===== config.mk =====
export PLATFORM = sky130hd
export DESIGN_NAME = i2c_slave_regfile
export DESIGN_NICKNAME = d
export VERILOG_FILES = /design/src/rtl/i2c_pkg.sv /design/src/rtl/i2c_line_sync.sv /design/src/rtl/i2c_slave_regfile.sv
export SDC_FILE = /design/constraint.sdc
export NUM_CORES = 1
export LEC_CHECK = 0
export ABC_AREA = 1
export BUFFER_PORTS_ARGS = -buffer_cell sky130_fd_sc_hd__clkbuf_2
export CAP_MARGIN = 15
export CORE_MARGIN = 1.5
export CORE_UTILIZATION = 53
export DETAILED_ROUTE_END_ITERATION = 10
export PLACE_DENSITY = 0.77
export SETUP_SLACK_MARGIN = 0.1
export SLEW_MARGIN = 20
export SYNTH_ARGS = -nofsm -noshare
export SYNTH_HDL_FRONTEND = slang
export SYNTH_HIERARCHICAL = 1
export SYNTH_SLANG_ARGS = --single-unit

===== constraint.sdc =====
create_clock -name clk -period 2.2 [get_ports clk]
set_clock_uncertainty 0.1 [all_clocks]
set_input_delay 0.11 -clock clk [delete_from_list [all_inputs] [get_ports clk]]
set_output_delay 0.11 -clock clk [all_outputs]
set_load 0.005 [all_outputs]

===== src/rtl/i2c_pkg.sv =====
// Shared types and constants for the I2C register-file target.
// States cover addressing, pointer load, write burst and read burst.
package i2c_pkg;

  localparam int I2C_BYTE_W = 8;

  typedef enum logic [3:0] {
    ST_IDLE,
    ST_ADDR,
    ST_ADDR_ACK,
    ST_PTR,
    ST_PTR_ACK,
    ST_PTR_NACK,
    ST_WDATA,
    ST_WDATA_ACK,
    ST_RDATA,
    ST_RDATA_ACK,
    ST_WAIT_STOP
  } i2c_state_t;

endpackage


===== src/rtl/i2c_line_sync.sv =====
// SCL/SDA pad synchronizers with history flops.
// Produces edge and START/STOP strobes from synchronized lines.
module i2c_line_sync (
  input  logic clk,
  input  logic reset,
  input  logic scl_i,
  input  logic sda_i,
  output logic scl,
  output logic sda,
  output logic scl_rise,
  output logic scl_fall,
  output logic start_det,
  output logic stop_det
);

  // [0],[1] synchronizer stages, [2] history
  logic [2:0] scl_q, scl_d;
  logic [2:0] sda_q, sda_d;

  // shift raw pads down the chain every cycle
  always_comb begin
    scl_d = {scl_q[1:0], scl_i};
    sda_d = {sda_q[1:0], sda_i};
  end

  // idle bus is high, so reset to 1 to avoid phantom edges
  always_ff @(posedge clk or posedge reset) begin
    if (reset) begin
      scl_q <= '1;
      sda_q <= '1;
    end else begin
      scl_q <= scl_d;
      sda_q <= sda_d;
    end
  end

  assign scl       = scl_q[1];
  assign sda       = sda_q[1];
  assign scl_rise  =  scl_q[1] & ~scl_q[2];
  assign scl_fall  = ~scl_q[1] &  scl_q[2];
  assign start_det =  scl_q[1] &  scl_q[2]
                   & ~sda_q[1] &  sda_q[2];
  assign stop_det  =  scl_q[1] &  scl_q[2]
                   &  sda_q[1] & ~sda_q[2];

endmodule


===== src/rtl/i2c_slave_regfile.sv =====
// I2C target with an 8-bit register bank, pointer auto-increment,
// write bursts, read bursts, repeated START and STOP anywhere.
module i2c_slave_regfile
  import i2c_pkg::*;
#(
  parameter logic [6:0] SLAVE_ADDR = 7'h55,
  parameter int NUM_REGS = 4,
  parameter int PTR_W = $clog2(NUM_REGS)
) (
  input  logic                  clk,
  input  logic                  reset,
  input  logic                  scl_i,
  input  logic                  sda_i,
  output logic                  sda_oe,
  output logic [8*NUM_REGS-1:0] regs_o,
  output logic                  wr_stb,
  output logic [PTR_W-1:0]      wr_idx,
  output logic                  busy
);

  localparam logic [3:0] LAST_BIT = 4'(I2C_BYTE_W - 1);
  localparam logic [3:0] FULL     = 4'(I2C_BYTE_W);
  localparam logic [7:0] NREG8    = 8'(NUM_REGS);
  localparam logic [PTR_W-1:0] LAST_PTR = PTR_W'(NUM_REGS - 1);

  logic scl, sda, scl_rise, scl_fall;
  logic start_det, stop_det;

  i2c_line_sync u_sync (
    .clk       (clk),
    .reset     (reset),
    .scl_i     (scl_i),
    .sda_i     (sda_i),
    .scl       (scl),
    .sda       (sda),
    .scl_rise  (scl_rise),
    .scl_fall  (scl_fall),
    .start_det (start_det),
    .stop_det  (stop_det)
  );

  i2c_state_t state_q, state_d;
  logic [3:0] cnt_q, cnt_d;
  logic [7:0] shift_q, shift_d;
  logic [PTR_W-1:0] ptr_q, ptr_d;
  logic [PTR_W-1:0] wr_idx_q, wr_idx_d;
  logic rw_q, rw_d;
  logic sda_oe_q, sda_oe_d;
  logic wr_stb_q, wr_stb_d;
  logic busy_q, busy_d;
  logic [NUM_REGS-1:0][I2C_BYTE_W-1:0] regs_q, regs_d;

  logic bit_rise, bit_fall;
  logic [7:0] byte_in;
  logic [7:0] cur_reg;
  logic [PTR_W-1:0] ptr_next;

  assign bit_rise = scl_rise & scl;
  assign bit_fall = scl_fall & ~scl;
  assign byte_in  = {shift_q[6:0], sda};
  assign cur_reg  = regs_q[ptr_q];
  assign ptr_next = (ptr_q == LAST_PTR) ? '0
                  : ptr_q + 1'b1;

  // next-state, datapath and output decode
  always_comb begin
    state_d  = state_q;
    cnt_d    = cnt_q;
    shift_d  = shift_q;
    ptr_d    = ptr_q;
    rw_d     = rw_q;
    sda_oe_d = sda_oe_q;
    regs_d   = regs_q;
    wr_stb_d = 1'b0;
    wr_idx_d = wr_idx_q;
    busy_d   = busy_q;
    if (stop_det) begin
      state_d  = ST_IDLE;
      cnt_d    = '0;
      sda_oe_d = 1'b0;
      busy_d   = 1'b0;
    end else if (start_det) begin
      state_d  = ST_ADDR;
      cnt_d    = '0;
      sda_oe_d = 1'b0;
    end else begin
      unique case (state_q)
        ST_ADDR: if (bit_rise) begin
          shift_d = byte_in;
          cnt_d   = cnt_q + 4'd1;
          if (cnt_q == LAST_BIT) begin
            cnt_d = '0;
            if (byte_in[7:1] == SLAVE_ADDR) begin
              state_d = ST_ADDR_ACK;
              rw_d    = byte_in[0];
              busy_d  = 1'b1;
            end else begin
              state_d = ST_WAIT_STOP;
            end
          end
        end
        ST_PTR: if (bit_rise) begin
          shift_d = byte_in;
          cnt_d   = cnt_q + 4'd1;
          if (cnt_q == LAST_BIT) begin
            cnt_d = '0;
            if (byte_in < NREG8) begin
              ptr_d   = byte_in[PTR_W-1:0];
              state_d = ST_PTR_ACK;
            end else begin
              state_d = ST_PTR_NACK;
            end
          end
        end
        ST_WDATA: if (bit_rise) begin
          shift_d = byte_in;
          cnt_d   = cnt_q + 4'd1;
          if (cnt_q == LAST_BIT) begin
            cnt_d         = '0;
            regs_d[ptr_q] = byte_in;
            wr_stb_d      = 1'b1;
            wr_idx_d      = ptr_q;
            ptr_d         = ptr_next;
            state_d       = ST_WDATA_ACK;
          end
        end
        ST_ADDR_ACK, ST_PTR_ACK,
        ST_WDATA_ACK, ST_PTR_NACK: if (bit_fall) begin
          if (cnt_q == 4'd0) begin
            cnt_d    = 4'd1;
            sda_oe_d = (state_q != ST_PTR_NACK);
          end else begin
            cnt_d    = '0;
            sda_oe_d = 1'b0;
            if (state_q == ST_PTR_NACK) begin
              state_d = ST_WAIT_STOP;
            end else if (state_q != ST_ADDR_ACK) begin
              state_d = ST_WDATA;
            end else if (!rw_q) begin
              state_d = ST_PTR;
            end else begin
              state_d  = ST_RDATA;
              shift_d  = cur_reg;
              sda_oe_d = ~cur_reg[7];
            end
          end
        end
        ST_RDATA: begin
          if (bit_rise) begin
            cnt_d = cnt_q + 4'd1;
          end else if (bit_fall) begin
            if (cnt_q == FULL) begin
              cnt_d    = '0;
              sda_oe_d = 1'b0;
              state_d  = ST_RDATA_ACK;
            end else begin
              shift_d  = {shift_q[6:0], 1'b0};
              sda_oe_d = ~shift_q[6];
            end
          end
        end
        ST_RDATA_ACK: begin
          if (bit_rise) begin
            if (sda) begin
              state_d = ST_WAIT_STOP;
            end else begin
              ptr_d = ptr_next;
              cnt_d = 4'd1;
            end
          end else if (bit_fall && cnt_q == 4'd1) begin
            cnt_d    = '0;
            shift_d  = cur_reg;
            sda_oe_d = ~cur_reg[7];
            state_d  = ST_RDATA;
          end
        end
        ST_IDLE, ST_WAIT_STOP: begin
        end
        default: state_d = ST_IDLE;
      endcase
    end
  end

  // all state clears at once on reset, releasing SDA immediately
  always_ff @(posedge clk or posedge reset) begin
    if (reset) begin
      state_q  <= ST_IDLE;
      cnt_q    <= '0;
      shift_q  <= '0;
      ptr_q    <= '0;
      rw_q     <= 1'b0;
      sda_oe_q <= 1'b0;
      regs_q   <= '0;
      wr_stb_q <= 1'b0;
      wr_idx_q <= '0;
      busy_q   <= 1'b0;
    end else begin
      state_q  <= state_d;
      cnt_q    <= cnt_d;
      shift_q  <= shift_d;
      ptr_q    <= ptr_d;
      rw_q     <= rw_d;
      sda_oe_q <= sda_oe_d;
      regs_q   <= regs_d;
      wr_stb_q <= wr_stb_d;
      wr_idx_q <= wr_idx_d;
      busy_q   <= busy_d;
    end
  end

  assign sda_oe = sda_oe_q;
  assign regs_o = regs_q;
  assign wr_stb = wr_stb_q;
  assign wr_idx = wr_idx_q;
  assign busy   = busy_q;

endmodule


==> flow_summary.ini, run 1 <==
[logic_synthesis]
yosysUniqueCellTypes = 34
ys_top_cells_by_area = dfrtp_1, nand2_1, nor2_1
ys_warn_count = 6
avgSynthCellArea_um2 = 7.39
synth_top_area_share = 0.393
syn_inst = 474
yosys.area.top_type = dfrtp_1
synth_nets = 485
synth_area_um2 = 3500
synth-seq-cells = 61
ys_seq_area_frac = 0.438

[critical_path]
critical_path.startpoint_type = flop
timing.rr.start = u_sync/scl_q[1]$_DFF_PP1_
crit_fanout = 7
r2r-end = wr_idx[0]$_DFFE_PP0P_
end_kind = flop
path_class = flop to flop
crit_arrival_ps = 2160
crit_required_ps = 2330
reg2reg_depth = 8
r2r_slack_ps = 180

[cells_and_area]
antenna_cells = 0
syn_to_final_growth_pct = 17.5
layout-drive-gt1-share = 0.217
layout.nets = 541
nFillCells = 561

[timing]
period_minus_slack_ps = 2020
worstMarginPinSlew_ps = 482
tns_ps = 0
fin_crit_sh = 0.920
rsz0062_at_grt = no
slew_headroom = 0.678
fmax_mhz = 494
hold_viol = 0
setup_violations = 0
final-max-slew-violation-count = 0
whs_ps = 150

[floorplan]
io-pin-count = 41
die_area_um2 = 7110
start_util = 0.549
coreArea_um2 = 6390
die_y_um = 84.3
die_w_um = 84.3
std_cell_rows = 29

[outcome]
status = complete, no violations

[global_routing]
grt_max_degree = 23
grt_pass1_vias = 3051
grt_pass1_wl_um = 14700
antenna_found_initial = 0
grt-ovfl-total = 0
grt_usage = 0.260

[power]
p_per_area_nw_per_um2 = 721
worst_ir_drop_vdd_v = 0.000454
p_leak_nw = 2.22

[drt]
wl_per_cell_um = 14.3
firstDrtPassIters = 5
drt-vias-per-instance = 5.41
drt_first_iter_violations = 196
drc_errors = 0
ant_nets = 0
num_vias = 3313
totalWireLength_um = 8730

[clocking]
numCtsBuffers = 9
clk_latency_ps = 350
clk_pin_slew_ps = 70
h-tree-depth = 3
clk_path_buf_depth = 2
clock_sinks = 61
cts_root_buf = clkbuf_8
cts_tree = built

[placement]
portBuffers = 40
dpl.hpwl_um = 6570
place_congestion = 0.935

[run]
maxCapViolations = 0

[min_path]
hold_class = input pin to asynchronous set/reset pin
kinds of logic (layout without fill, tap and decap cells):
| logic type | Yosys count | count (layout) | synth area share |
|---|---|---|---|
| DFF | 61 | 61 | 0.438 |
| AOI/OAI and AO/OA | 80 | 80 | 0.129 |
| adders and majority gates | 7 | 7 | 0.0250 |
| muxes | 2 | 2 | 0.00643 |
| and+or+nand+nor | 267 | 267 | 0.330 |
| buffers and inverters | 57 | 118 | 0.0711 |
cell type report:
class                      instances  area, µm²  share of cell area
multi-input combinational        356       1770               0.429
tap                               77       96.3              0.0234
clock inverter                     6       68.8              0.0167
timing repair buffer              55        333              0.0808
clock buffer                      10        138              0.0334
inverter                          47        176              0.0428
sequential                        61       1540               0.373
registers in the layout, indices dropped and copies added (netlist names):
register and cells:
busy 1, cnt_q 4, ptr_q 2, regs_o 32, rw_q 1, sda_oe 1, shift_q 7, state_q 4
u_sync/scl_q 3, u_sync/sda_q 3, wr_idx 2, wr_stb 1
through the flow:
step | cells | cell area, µm² | setup slack (ps) | util | total power [mW]
2_1_floorplan | 474 | 3500 | 128 | - | 1.75
3_3_place_gp | 592 | 3820 | 182 | 0.599 | 1.91
3_5_place_dp | 592 | 3820 | 165 | 0.599 | 1.92
4_1_cts | 611 | 4060 | 148 | 0.636 | 2.97
5_1_grt | 612 | 4120 | 81.8 | 0.645 | 3.13
6_report | 612 | 4120 | 176 | 0.645 | 2.97
cell usage after synthesis:
cell and instances:
dfrtp_1 55, nor3b_1 1, nor3_1 1, buf_6 4, nand3b_1 1, nand2_1 147, buf_1 1, o21ai_2 8
o21ai_1 27, clkinv_1 1, nor3_4 1, ha_1 7, o211a_1 1, nand3_2 1, o21bai_1 1, nand2_4 5
o221ai_1 1, o211ai_1 1, mux2_2 2, nor2_1 58, buf_4 1, a21oi_1 4, dfstp_2 6, buf_2 1
clkbuf_1 3, nor2_4 2, o21ai_0 30, nor2_2 5, nand4_1 4, nand3_1 40, nand2_2 1, inv_2 3
o22ai_1 7, inv_1 43
power breakdown:
group | internal (mW) | switching [mW] | leakage [nW]
Combinational | 0.219 | 0.427 | 1.30
Sequential | 1.20 | 0.0794 | 0.819
Clock | 0.561 | 0.479 | 0.103
Total | 1.98 | 0.986 | 2.22
placed cells by master (no fill, tap or decap), types with 3 or more instances in the layout:
| master | n |
|---|---|
| nand4_1 | 4 |
| nor2_2 | 5 |
| o21ai_0 | 29 |
| inv_2 | 5 |
| clkbuf_8 | 10 |
| nor2_4 | 5 |
| nand2_4 | 6 |
| o21ai_2 | 8 |
| dfrtp_1 | 52 |
| ha_1 | 7 |
| dlygate4sd3_1 | 3 |
| clkbuf_2 | 40 |
| inv_1 | 41 |
| o22ai_1 | 7 |
| dfstp_2 | 6 |
| nand2_2 | 4 |
| nor2_1 | 55 |
| nand2_1 | 143 |
| a21oi_1 | 4 |
| o21ai_1 | 28 |
| nand3_1 | 39 |
| buf_4 | 11 |
| dfrtp_2 | 3 |
critical path: stages, from the launching register on:
cell and delay [ps]:
dfstp_2 590, inv_1 50, nor2_1 160, nand2_2 120, inv_1 90, nand3_2 110
nor3_4 200, buf_12 170, mux2_2 330
layer usage:
metal  GRT usage  up-vias  part of all wire
met3      0.0560       15             0.060
li1            -     1642                 -
met4      0.0924        0             0.017
met2       0.417      115              0.47
met5           0        -                 0
met1       0.350     1541              0.46
what timing repair did:
item | 4_1_cts | 5_1_grt
buffers inserted | 0 | 1
setup endpoints to repair | 0 | 37
resized for setup | 0 | 18
hold buffers | 3 | 0
endpoints found under the hold margin | 63 | 0
worst max-delay path by stage:
stage	endpoint	from	slack (ps)	cells past startpoint
6_report	wr_idx[0]$_DFFE_PP0P_	u_sync/scl_q[1]$_DFF_PP1_	180	8
5_1_grt	regs_o[7]$_DFFE_PP0P_	u_sync/scl_q[1]$_DFF_PP1_	80	10
4_1_cts	wr_idx[0]$_DFFE_PP0P_	u_sync/sda_q[1]$_DFF_PP1_	150	8
3_5_place_dp	shift_q[1]$_DFFE_PP0P_	state_q[3]$_DFFE_PP0P_	170	10
3_3_place_gp	wr_idx[1]$_DFFE_PP0P_	u_sync/sda_q[1]$_DFF_PP1_	180	8
2_1_floorplan	regs_o[8]$_DFFE_PP0P_	u_sync/scl_q[1]$_DFF_PP1_	130	10
Power figures use the tool's default switching activity.
==> run 2: changes to the inputs <==
CORE_UTILIZATION = 35   (was 53)
CTS_BUF_LIST = sky130_fd_sc_hd__clkbuf_4 sky130_fd_sc_hd__clkbuf_8   (was not set)
PLACE_DENSITY = 0.55   (was 0.77)
==> run 2 against run 1 <==
Sequential power barely moved. Sequential share of layout area fell by 1.6 points. First-iteration DRC count rose by 13%. Flip-flop and latch count did not move.
==> flow_summary.ini, run 2 (synthesized netlist as in run 1, its figures left out) <==
[outcome]
status = complete, no violations

[timing]
slew_headroom = 0.534
period_minus_slack_ps = 2030
rsz0062_at_grt = yes
worstMarginPinSlew_ps = 699
tns_ps = 0
fin_crit_sh = 0.922
final-max-slew-violation-count = 0
setup_violations = 0
fmax_mhz = 493
hold_viol = 0

[critical_path]
crit_path_end = wr_idx[1]$_DFFE_PP0P_
cpMaxStageDelayCell = dfstp_2
crit_arrival_ps = 2150
critical_path.startpoint_type = flop
r2r-end = wr_idx[1]$_DFFE_PP0P_
cp_num_buf_inv = 3
path_cells = inv_2 -> nor2_4 -> nand2_4 -> inv_4 -> nand3_4 -> nor3_4 -> buf_12 -> mux2_2
crit_start = u_sync/scl_q[1]$_DFF_PP1_
cp_top_family = flip-flops
reg2reg_depth = 8
r2r_slack_ps = 170
critPathMaxStageDelay_ps = 620
cp_num_cells = 8
crit_fanout = 7
crit_required_ps = 2330
end_kind = flop
path_class = flop to flop
timing.rr.start = u_sync/scl_q[1]$_DFF_PP1_

[cells_and_area]
layout-drive-gt1-share = 0.250
layout.cells.most_common = nand2_1
syn_to_final_growth_pct = 23.0
layout.nets = 550
layout_common_cells = nand2_1, dfrtp_1, nor2_1
nFillCells = 1020
largest_reg_flops = 32
fin_cells = 677
antenna_cells = 0

[global_routing]
grt_max_degree = 56
use_met3 = 0.0353
grt_busiest_layer = met2
grt_usage = 0.194
grt_pass1_vias = 3185
grt_pass1_wl_um = 15800
grt_use_met2 = 0.310
grt-ovfl-total = 0
antenna_found_initial = 0
grt_util_met1 = 0.259

[drt]
drt_first_iter_violations = 221
totalWireLength_um = 9560
ant_nets = 0
wl_per_cell_um = 14.1
num_vias = 3300
firstDrtPassIters = 5
drc_errors = 0
drt-vias-per-instance = 4.87

[run]
maxCapViolations = 0

[clocking]
cts_root_buf = clkbuf_8
clk_path_buf_depth = 2
numCtsBuffers = 9
clk_pin_slew_ps = 90
cts_tree = built
clock_sinks = 61
h-tree-depth = 3
clk_latency_ps = 350

[placement]
dp.cells = 651
portBuffers = 40
place_congestion = 0.939
dpl.hpwl_um = 7130

[min_path]
hold_class = flop to flop

[power]
p_per_area_nw_per_um2 = 699
p_leak_nw = 2.26
worst_ir_drop_vdd_v = 0.000251

[floorplan]
die_y_um = 103
die_w_um = 103
die_area_um2 = 10600
std_cell_rows = 36
start_util = 0.360
coreArea_um2 = 9730
io-pin-count = 41
## run 2: cell types whose count changed in the layout (fill, tap and decap cells not counted), sizes merged
cell,delta
inv,-1
buf,+9
clkbuf,-1
clkinv,+2
## run 2: worst min path at each step
| stage | from | cells past startpoint | slack [ps] | end |
|---|---|---|---|---|
| 2_1_floorplan | reset | 1 | 9 | u_sync/scl_q[0]$_DFF_PP1_ |
| 3_3_place_gp | sda_i | 1 | 100 | u_sync/sda_q[0]$_DFF_PP1_ |
| 3_5_place_dp | scl_i | 1 | 100 | u_sync/scl_q[0]$_DFF_PP1_ |
| 4_1_cts | u_sync/sda_q[0]$_DFF_PP1_ | 0 | 260 | u_sync/sda_q[1]$_DFF_PP1_ |
| 5_1_grt | u_sync/sda_q[0]$_DFF_PP1_ | 0 | 260 | u_sync/sda_q[1]$_DFF_PP1_ |
| 6_report | u_sync/sda_q[0]$_DFF_PP1_ | 0 | 260 | u_sync/sda_q[1]$_DFF_PP1_ |
## run 2: cell type report
type                            count  area, µm²  area share
Clock buffer                        9        124      0.0288
Inverter                           47        179      0.0415
Multi-Input combinational cell    356       1830       0.424
Timing Repair Buffer               64        400      0.0929
Tap cell                          133        166      0.0386
Clock inverter                      7       73.8      0.0171
Sequential cell                    61       1540       0.357
## run 2: per-layer routing
metal / routed length (µm) / vias to the layer above
li1: - / 1674
met1: 4600 / 1532
met4: 185 / 0
met2: 4380 / 81
met5: 0 / -
met3: 393 / 13
## run 2: power by group
part | internal (mW) | switching [mW] | leakage [nW]
sequential | 1.20 | 0.0838 | 0.819
clock | 0.527 | 0.502 | 0.0996
combinational | 0.238 | 0.457 | 1.34
## run 2: timing repair
action | CTS | global route
setup buffers | 0 | 7
resized for setup | 1 | 36
pin swaps | 0 | 7
hold buffers | 3 | 0
hold endpoints to repair | 63 | 0
endpoints found under the setup margin | 8 | 50
## run 2: stage by stage
step | utilization | instance area [µm²] | setup slack [ps] | hold WS, ps | total power [mW]
floorplan | - | 3500 | 128 | 9.02 | 1.75
global placement | 0.402 | 3920 | 140 | 98.1 | 1.96
detailed placement | 0.402 | 3920 | 65.7 | 100 | 1.96
CTS | 0.426 | 4150 | 148 | 260 | 2.99
global route | 0.443 | 4310 | 72.5 | 261 | 3.20
finish | 0.443 | 4310 | 173 | 259 | 3.01
